--- src/rtl/legv8_pc_pkg.sv ---
// rtl/legv8_pc_pkg.sv - shared types and constants for the LEGv8 program-counter unit
package legv8_pc_pkg;

    typedef enum logic [1:0] {
        ST_BOOT = 2'd0,
        ST_RUN  = 2'd1,
        ST_HALT = 2'd2
    } pc_state_t;

    typedef enum logic [1:0] {
        SRC_SEQ    = 2'd0,
        SRC_HOLD   = 2'd1,
        SRC_BRANCH = 2'd2,
        SRC_EXC    = 2'd3
    } pc_src_t;

    localparam int         INSTR_BYTES_DEFAULT = 4;
    localparam logic [1:0] ALIGN_MASK          = 2'b11;

    function automatic logic is_aligned(input logic [1:0] addr_lo);
        return (addr_lo & ALIGN_MASK) == 2'b00;
    endfunction

endpackage

--- src/rtl/legv8_pc_next_sel.sv ---
// rtl/legv8_pc_next_sel.sv - combinational next-pc source priority encoder
module legv8_pc_next_sel
    import legv8_pc_pkg::*;
(
    input  pc_state_t  i_state,
    input  logic       i_fetch_ready,
    input  logic       i_stall,
    input  logic       i_branch_taken,
    input  logic [1:0] i_target_lo,
    input  logic       i_exc_req,
    input  logic       i_halt_req,
    input  logic       i_resume,
    output pc_src_t    o_src,
    output logic       o_misalign,
    output logic       o_halt_enter,
    output logic       o_run_enter
);

    always_comb begin
        o_src        = SRC_HOLD;
        o_misalign   = 1'b0;
        o_halt_enter = 1'b0;
        o_run_enter  = 1'b0;
        case (i_state)
            ST_BOOT: begin
                o_run_enter = 1'b1;
            end
            ST_RUN: begin
                // Redirects outrank both halt and stall so they are never dropped.
                if (i_exc_req) begin
                    o_src = SRC_EXC;
                end else if (i_branch_taken) begin
                    if (is_aligned(i_target_lo)) begin
                        o_src = SRC_BRANCH;
                    end else begin
                        o_src      = SRC_EXC;
                        o_misalign = 1'b1;
                    end
                end else if (i_halt_req) begin
                    o_halt_enter = 1'b1;
                end else if (!i_stall && i_fetch_ready) begin
                    o_src = SRC_SEQ;
                end
            end
            ST_HALT: begin
                if (i_exc_req) begin
                    o_src       = SRC_EXC;
                    o_run_enter = 1'b1;
                end else if (i_resume) begin
                    o_run_enter = 1'b1;
                end
            end
            default: begin
                o_src = SRC_HOLD;
            end
        endcase
    end

endmodule

--- src/rtl/legv8_pc_unit.sv ---
// rtl/legv8_pc_unit.sv - LEGv8 fetch program counter with stall, redirect, exception and halt
module legv8_pc_unit
    import legv8_pc_pkg::*;
#(
    parameter int          ADDR_W      = 64,
    parameter logic [63:0] RESET_ADDR  = 64'h0,
    parameter logic [63:0] EXC_VECTOR  = 64'h100,
    parameter int          INSTR_BYTES = INSTR_BYTES_DEFAULT
) (
    input  logic              clk,
    input  logic              reset,
    input  logic              fetch_ready,
    input  logic              stall,
    input  logic              branch_taken,
    input  logic [ADDR_W-1:0] branch_target,
    input  logic              exc_req,
    input  logic              halt_req,
    input  logic              resume,
    output logic [ADDR_W-1:0] pc,
    output logic [ADDR_W-1:0] pc_plus4,
    output logic              pc_valid,
    output logic              misalign_fault
);

    localparam logic [ADDR_W-1:0] RESET_PC = RESET_ADDR[ADDR_W-1:0];
    localparam logic [ADDR_W-1:0] EXC_PC   = EXC_VECTOR[ADDR_W-1:0];
    localparam logic [ADDR_W-1:0] STEP     = ADDR_W'(INSTR_BYTES);

    if (ADDR_W < 8 || ADDR_W > 64) begin : g_bad_addr_w
        $error("legv8_pc_unit: ADDR_W must be in 8..64");
    end
    if (RESET_ADDR[1:0] != 2'b00) begin : g_bad_reset_addr
        $error("legv8_pc_unit: RESET_ADDR must be 4-byte aligned");
    end
    if (EXC_VECTOR[1:0] != 2'b00) begin : g_bad_exc_vector
        $error("legv8_pc_unit: EXC_VECTOR must be 4-byte aligned");
    end

    pc_state_t         r_state;
    logic [ADDR_W-1:0] r_pc;
    logic              r_pc_valid;
    logic              r_misalign;

    pc_src_t           w_src;
    logic              w_misalign;
    logic              w_halt_enter;
    logic              w_run_enter;
    logic [ADDR_W-1:0] w_pc_plus;
    logic [ADDR_W-1:0] w_pc_next;

    legv8_pc_next_sel u_next_sel (
        .i_state        (r_state),
        .i_fetch_ready  (fetch_ready),
        .i_stall        (stall),
        .i_branch_taken (branch_taken),
        .i_target_lo    (branch_target[1:0]),
        .i_exc_req      (exc_req),
        .i_halt_req     (halt_req),
        .i_resume       (resume),
        .o_src          (w_src),
        .o_misalign     (w_misalign),
        .o_halt_enter   (w_halt_enter),
        .o_run_enter    (w_run_enter)
    );

    assign w_pc_plus = r_pc + STEP;

    always_comb begin
        w_pc_next = r_pc;
        case (w_src)
            SRC_SEQ:    w_pc_next = w_pc_plus;
            SRC_BRANCH: w_pc_next = branch_target;
            SRC_EXC:    w_pc_next = EXC_PC;
            default:    w_pc_next = r_pc;
        endcase
    end

    always_ff @(posedge clk) begin
        if (reset) begin
            r_state    <= ST_BOOT;
            r_pc       <= RESET_PC;
            r_pc_valid <= 1'b0;
            r_misalign <= 1'b0;
        end else begin
            r_pc       <= w_pc_next;
            r_misalign <= w_misalign;
            if (w_run_enter) begin
                r_state    <= ST_RUN;
                r_pc_valid <= 1'b1;
            end else if (w_halt_enter) begin
                r_state    <= ST_HALT;
                r_pc_valid <= 1'b0;
            end
        end
    end

    assign pc             = r_pc;
    assign pc_plus4       = w_pc_plus;
    assign pc_valid       = r_pc_valid;
    assign misalign_fault = r_misalign;

endmodule

--- config.mk ---
export PLATFORM = sky130hd
export DESIGN_NAME = legv8_pc_unit
export DESIGN_NICKNAME = d
export VERILOG_FILES = /design/src/rtl/legv8_pc_pkg.sv /design/src/rtl/legv8_pc_next_sel.sv /design/src/rtl/legv8_pc_unit.sv
export SDC_FILE = /design/constraint.sdc
export NUM_CORES = 1
export LEC_CHECK = 0
export BUFFER_PORTS_ARGS = -buffer_cell sky130_fd_sc_hd__buf_2
export CAP_MARGIN = 20
export CORE_ASPECT_RATIO = 2
export CORE_MARGIN = 2
export CORE_UTILIZATION = 43
export CTS_CLUSTER_SIZE = 28
export DETAILED_ROUTE_END_ITERATION = 16
export PLACE_DENSITY = 0.74
export REMOVE_ABC_BUFFERS = 1
export SLEW_MARGIN = 20
export SYNTH_ARGS = -nofsm -noshare
export SYNTH_HDL_FRONTEND = slang
export SYNTH_SLANG_ARGS = --single-unit
--- constraint.sdc ---
create_clock -name clk -period 2.2 [get_ports clk]
set_input_delay 0.11 -clock clk [delete_from_list [all_inputs] [get_ports clk]]
set_output_delay 0.11 -clock clk [all_outputs]
set_load 0.01 [all_outputs]
### After elaboration in Yosys (flattened, before gate mapping)

Index checks and enable logic that the tools add are counted.

| word-level totals | value |
|---|---|
| bits in registers | 68 |
| latch bits | 0 |
| RAM bits | 0 |
| memory bits (read-only) | 0 |
| input port bits | 72 |
| word-level logic and storage cells | 41 |
| memories kept | 0 |

| operators by class | value |
|---|---|
| $add $sub $neg | 1 |
| $mul | 0 |
| div/mod/pow operators | 0 |
| magnitude comparators | 0 |
| equality and inequality tests | 4 |
| shifts and indexed selects | 0 |
| mux-type cells | 20 |
| bitwise gates (word level) | 2 |
| reduce and logical (&&, ||, !) cells | 9 |

Operators by type and width:

| kind | number |
|---|---|
| $pmux W64 S3 | 1 |
| $add A64 B3 Y64 const B | 1 |
| $mux W1 | 13 |
| $mux W2 | 4 |
| $eq A2 B2 Y1 const B | 3 |
| $logic_not A2 Y1 | 3 |
| $pmux W2 S2 | 1 |
| $reduce_or A4 Y1 | 1 |
| $reduce_bool A3 Y1 | 1 |
| $eq A2 B1 Y1 const B | 1 |
| $not A1 Y1 | 2 |
| $pmux W1 S2 | 1 |
| $reduce_bool A2 Y1 | 1 |
| $reduce_or A2 Y1 | 1 |
| $logic_and A1 B1 Y1 | 1 |
| $logic_not A1 Y1 | 1 |

### Logic depth before layout (Yosys ltp)

| depth | value |
|---|---|
| word-level depth | 9 |
| mapped depth | 9 |
| mapped depth without buffers | 8 |

### Cells and area by module

A second synthesis with hierarchy kept.

| second synthesis, totals | value |
|---|---|
| cell total of the unflattened synthesis | 705 |
| area, all modules | 5182.5 um^2 |

By module, submodules not included:

| module | times used | cells an instance | area an instance (um^2) | sequential area each (um^2) |
|---|---|---|---|---|
| legv8_pc_unit | 1 | 688 | 5048.6 | 1341.3 |
| legv8_pc_next_sel | 1 | 17 | 133.9 | 0.0 |

### Worst setup path before layout

No wires, ideal clock.

| path | value |
|---|---|
| path type | register to register |
| start point | register r_pc[30] (netlist: pc[30]) |
| end point | register r_pc[39] (netlist: pc[39]) |
| arrival | 2.375 ns |
| required time | 2.142 ns |
| setup slack | -0.233 ns |
| cell stages (with the launch flop) | 9 |
| clock period less this slack | 2.433 ns |
| path through | dfxtp_1 > buf_2 > and4_1 > buf_4 > or4b_4 > or4_4 > nor2_1 > xor2_1 > a21o_1 |

| on the way | value |
|---|---|
| longest elaborated chain between the ends | 2 |

RTL lines:

| what | RTL line | text |
|---|---|---|
| from (decl) | legv8_pc_unit.sv:40 | `logic [ADDR_W-1:0] r_pc;` |
| from (signal assigned) | legv8_pc_unit.sv:85 | `r_pc <= w_pc_next;` |
| $add A64 B3 Y64 | legv8_pc_unit.sv:66 | `assign w_pc_plus = r_pc + STEP;` |
| via pc_plus4[39] | legv8_pc_unit.sv:20 | `output logic [ADDR_W-1:0] pc_plus4,` |
| $pmux W64 S3 | legv8_pc_unit.sv:70 | `case (w_src)` |

The timed path passes the listed nets, and every way through them passes these cells.
A chain may end at the register's enable or synchronous reset.

### Worst setup path after layout

| path | value |
|---|---|
| start point | register r_pc[27] (netlist: pc[27]) |
| end point | output pc_plus4[63] |

| on the way | value |
|---|---|
| longest elaborated chain between the ends | 1 |

RTL lines:

| what | RTL line |
|---|---|
| $add A64 B3 Y64 | legv8_pc_unit.sv:66 |
| to (decl) | legv8_pc_unit.sv:20 |

Every way passes these cells.

==> run_results.csv <==
group,metric,value,unit
clocking,numCtsBuffers,9,
power,p_switching,931,µW
routing,drt_wl_total,25.1,mm
placed_design,dp.cells,971,
routing,vias_per_cell,6.46,
sta,worstMarginPinSlew,640,ps
yosys,synth.area.mux_share,0,
clocking,tritoncts,"yes",
critical_path,end_kind,"primary output",
sta,setup_violations,67,
critical_path,critPathSlowestCell,"or4b_4",
power,pwr-share-seq,0.368,
clocking,clkLatencyLatePin,350,ps
critical_path,start_kind,"flip-flop",
die,fp.coreArea,10100,µm²
yosys,synth-simple-area-share,0.274,
global_route,grt_max_degree,35,
power,leakage,4.19,nW
yosys,synthAdderAreaFrac,0.0112,
sta,fmax,0.356,GHz
routing,post_drt_wl_per_cell,23.6,µm
sta,fin_ws,-613,ps
yosys,synth-warning-count,0,
global_route,grt_pass1_vias,6295,
sta,period_minus_slack,2810,ps
critical_path,crit_top_cell,"nand4_1",
cells_and_area,stdcell_count,1064,
routing,first_pass_iters,6,
routing,vias,6877,
routing,ant_nets,0,
power,powerDensity,406,nW/µm²
cells_and_area,drive_gt1_frac,0.588,
flow_run,drv_cap,0,
global_route,grt_util_all_layers,0.357,
sta,maxSlewHeadroom,0.567,
yosys,synth_ff_type,"dfxtp_1",
yosys,syn_area,4460,µm²
sta,hold_ws,-9.93,ps
die,ios,202,
yosys,seq_area_frac_synth,0.301,
die,die_w,76.0,µm
yosys,synthDistinctLibCells,52,
global_route,antenna_found_initial,1,
cells_and_area,fin_nets,999,
critical_path,slowest_delay,610,ps
yosys,syn_inst,578,
power,p_int,2.45,mW
sta,clock-skew-final,7.51,ps
sta,finalHoldViolCount,1,
clocking,ctsLongestPathBuffers,2,
clocking,root_buffer,"clkbuf_16",
power,switching_share,0.275,
worst_hold_path,hold_path_class,"in2reg",
clocking,clock-sinks,67,
critical_path,crit_type,"reg2out",
status,outcome,"finished with violations",
critical_path,crit_chain,"nand4_1 > or4b_4 > nor4_4 > buf_4 > nand4_1 > xnor2_2 > buf_2",
yosys,synth_xor_area_frac,0.118,
placed_design,hpwlAfterDp,14.0,mm
sta,rsz0062_at_grt,"true",
global_route,grt_pass1_wl,31.8,mm
die,num_rows,52,
critical_path,arrival,2700,ps
die,die_h,148,µm
sta,min_period_over_period,1.28,
clocking,htree_levels,3,
routing,drc,0,
sta,fin_tns_setup,-14970,ps
critical_path,cp_max_fo,3,
yosys,synth_top_family_by_area,"simple AND/OR/NAND/NOR gates",
die,die_area,11200,µm²
yosys,async_reset_ff_frac,0,
yosys,avgSynthCellArea,7.71,µm²
placed_design,finalWeightedCongestion,0.881,
die,start_util,0.442,
cells_and_area,areaGrowthSynthToFinish,87.0,%
power,pwr-share-comb,0.166,
routing,first_iter_violations,812,
status,violations,"hold timing, setup timing",
yosys,synth_seq_cells,67,
clocking,path_clk_slew,60,ps
sta,slew_violations,0,
yosys,synth_compound_area_frac,0.245,
placed_design,portBuffers,201,
power,pwr-share-clk,0.467,
yosys,synth-edff-count,0,
critical_path,worstPathRequired,2090,ps
power,vdd_drop_max,0.397,mV
global_route,grt.overflow.total,0,
==> final cells by class <==
type	instances	area, µm²
antenna	1	2.50
clock buffer	11	233
clock inverter	5	77.6
fill	575	1750
inverter	11	41.3
multi-input combinational	456	3840
sequential	67	1370
tap	135	169
timing repair buffer	378	2600
==> timing repair <==
item,4_1_cts,5_1_grt
endpoints found under the setup margin,81,101
endpoints found under the hold margin,1,1
setup buffers,40,43
pin swaps,54,66
cloned,1,3
hold buffers,1,1
gates resized for setup,143,110
==> Yosys cell counts (all sizes together) (2+ instances only) <==
cell	number	area, µm²
a31oi	16	100
xnor2	40	350
a21o	5	37.5
inv	11	41.3
a222oi	7	70.1
xor2	20	175
a21oi	24	120
o2bb2ai	8	70.1
and2	7	43.8
nor4	11	83.8
clkbuf	35	133
nand3	29	145
buf	9	52.6
nand2	58	218
o211ai	4	30.0
nand3b	2	15.0
nor3	20	105
and4	7	61.3
a221o	2	20.0
a32oi	2	17.5
nor3b	2	15.0
or4	3	26.3
a22o	19	166
o311ai	9	78.8
dfxtp	67	1340
or2	3	18.8
nand2b	2	12.5
a22oi	13	97.6
nand4	21	138
ha	4	50.1
o21ai	37	185
or3	10	62.6
nor2	44	165
and3	12	75.1
a221oi	3	26.3
a41oi	2	17.5
==> power groups by stage <==
stage	Sequential (mW)	Combinational [mW]	Clock (mW)
final	1.24	0.560	1.58
after global routing	1.24	0.583	1.63
after global placement	1.27	0.426	0
after detailed placement	1.27	0.434	0
after CTS	1.24	0.445	1.55
after floorplan	1.28	0.158	0
==> stage by stage <==
stage	worst slack [ps]	power, mW	instance area [µm²]	utilization	hold slack (ps)
global route	-631	3.46	8330	0.826	6.37
detailed placement	-188	1.70	6270	0.621	347
finish	-613	3.38	8330	0.826	-9.93
floorplan	-2980	1.44	4270	-	179
CTS	-407	3.24	7530	0.747	0.751
global placement	-152	1.69	6270	0.621	326
==> per-layer routing <==
layer,GRT usage,wire [µm],vias to the layer above
li1,-,-,2855
met1,0.343,7630,3195
met2,0.667,12800,602
met3,0.0592,2100,225
met4,0.273,2610,0
met5,0,0,-
==> worst paths after layout <==
path / from / to / slack [ps] / depth (start not counted)
setup / recovery: pc[27] / pc_plus4[63] / -610 / 7
hold / removal: branch_target[50] / pc[50] / -10 / 3
setup reg to reg: pc[27] / pc[63] / -360 / 8
hold reg to reg: pc[1] / pc[1] / 490 / 1
==> flip-flops by register name, indices dropped and copies added, names as in the netlist <==
| name | flops |
|---|---|
| pc | 64 |
| r_state | 2 |
| misalign_fault | 1 |
==> kinds of logic after synthesis <==
logic type               Yosys count
AO/OA/AOI/OAI                    157
XOR/XNOR                          60
flip-flops                        67
buffers and inverters             55
adder cells (fa/ha/maj)            4
AND/OR/NAND/NOR                  235
==> critical path, delay by kind of cell (launching register included) <==
| kind | cells | cell delay (ps) |
|---|---|---|
| xor gates and xnor gates | 1 | 240 |
| buffers and inverters | 2 | 360 |
| DFF | 1 | 390 |
| and+or+nand+nor | 4 | 1370 |
==> cells in the final DEF (no fill, tap or decap), types with 6 or more instances in the layout <==
master / synthesis / final
nand4_1: 20 / 20
a22o_1: 19 / 19
dfxtp_2: 0 / 18
inv_1: 11 / 11
nor3_4: 0 / 12
xnor2_1: 40 / 16
nor2_1: 44 / 34
o21ai_1: 0 / 7
a21oi_1: 24 / 23
clkbuf_16: 0 / 11
a222oi_1: 7 / 7
and3_1: 12 / 6
a31oi_1: 16 / 15
nor4_4: 1 / 7
a22oi_1: 13 / 12
xnor2_2: 0 / 22
buf_4: 3 / 133
nand2_1: 58 / 46
xor2_1: 20 / 13
o21ai_0: 37 / 29
or3_1: 10 / 6
nand3_1: 29 / 13
nand3_2: 0 / 8
and3_4: 0 / 6
buf_2: 6 / 201
nand3_4: 0 / 8
o2bb2ai_1: 8 / 6
nand2_4: 0 / 7
buf_6: 0 / 30
xor2_2: 0 / 7
dfxtp_1: 67 / 47
buf_12: 0 / 7
Note: power is estimated with default switching activity, not from simulation.
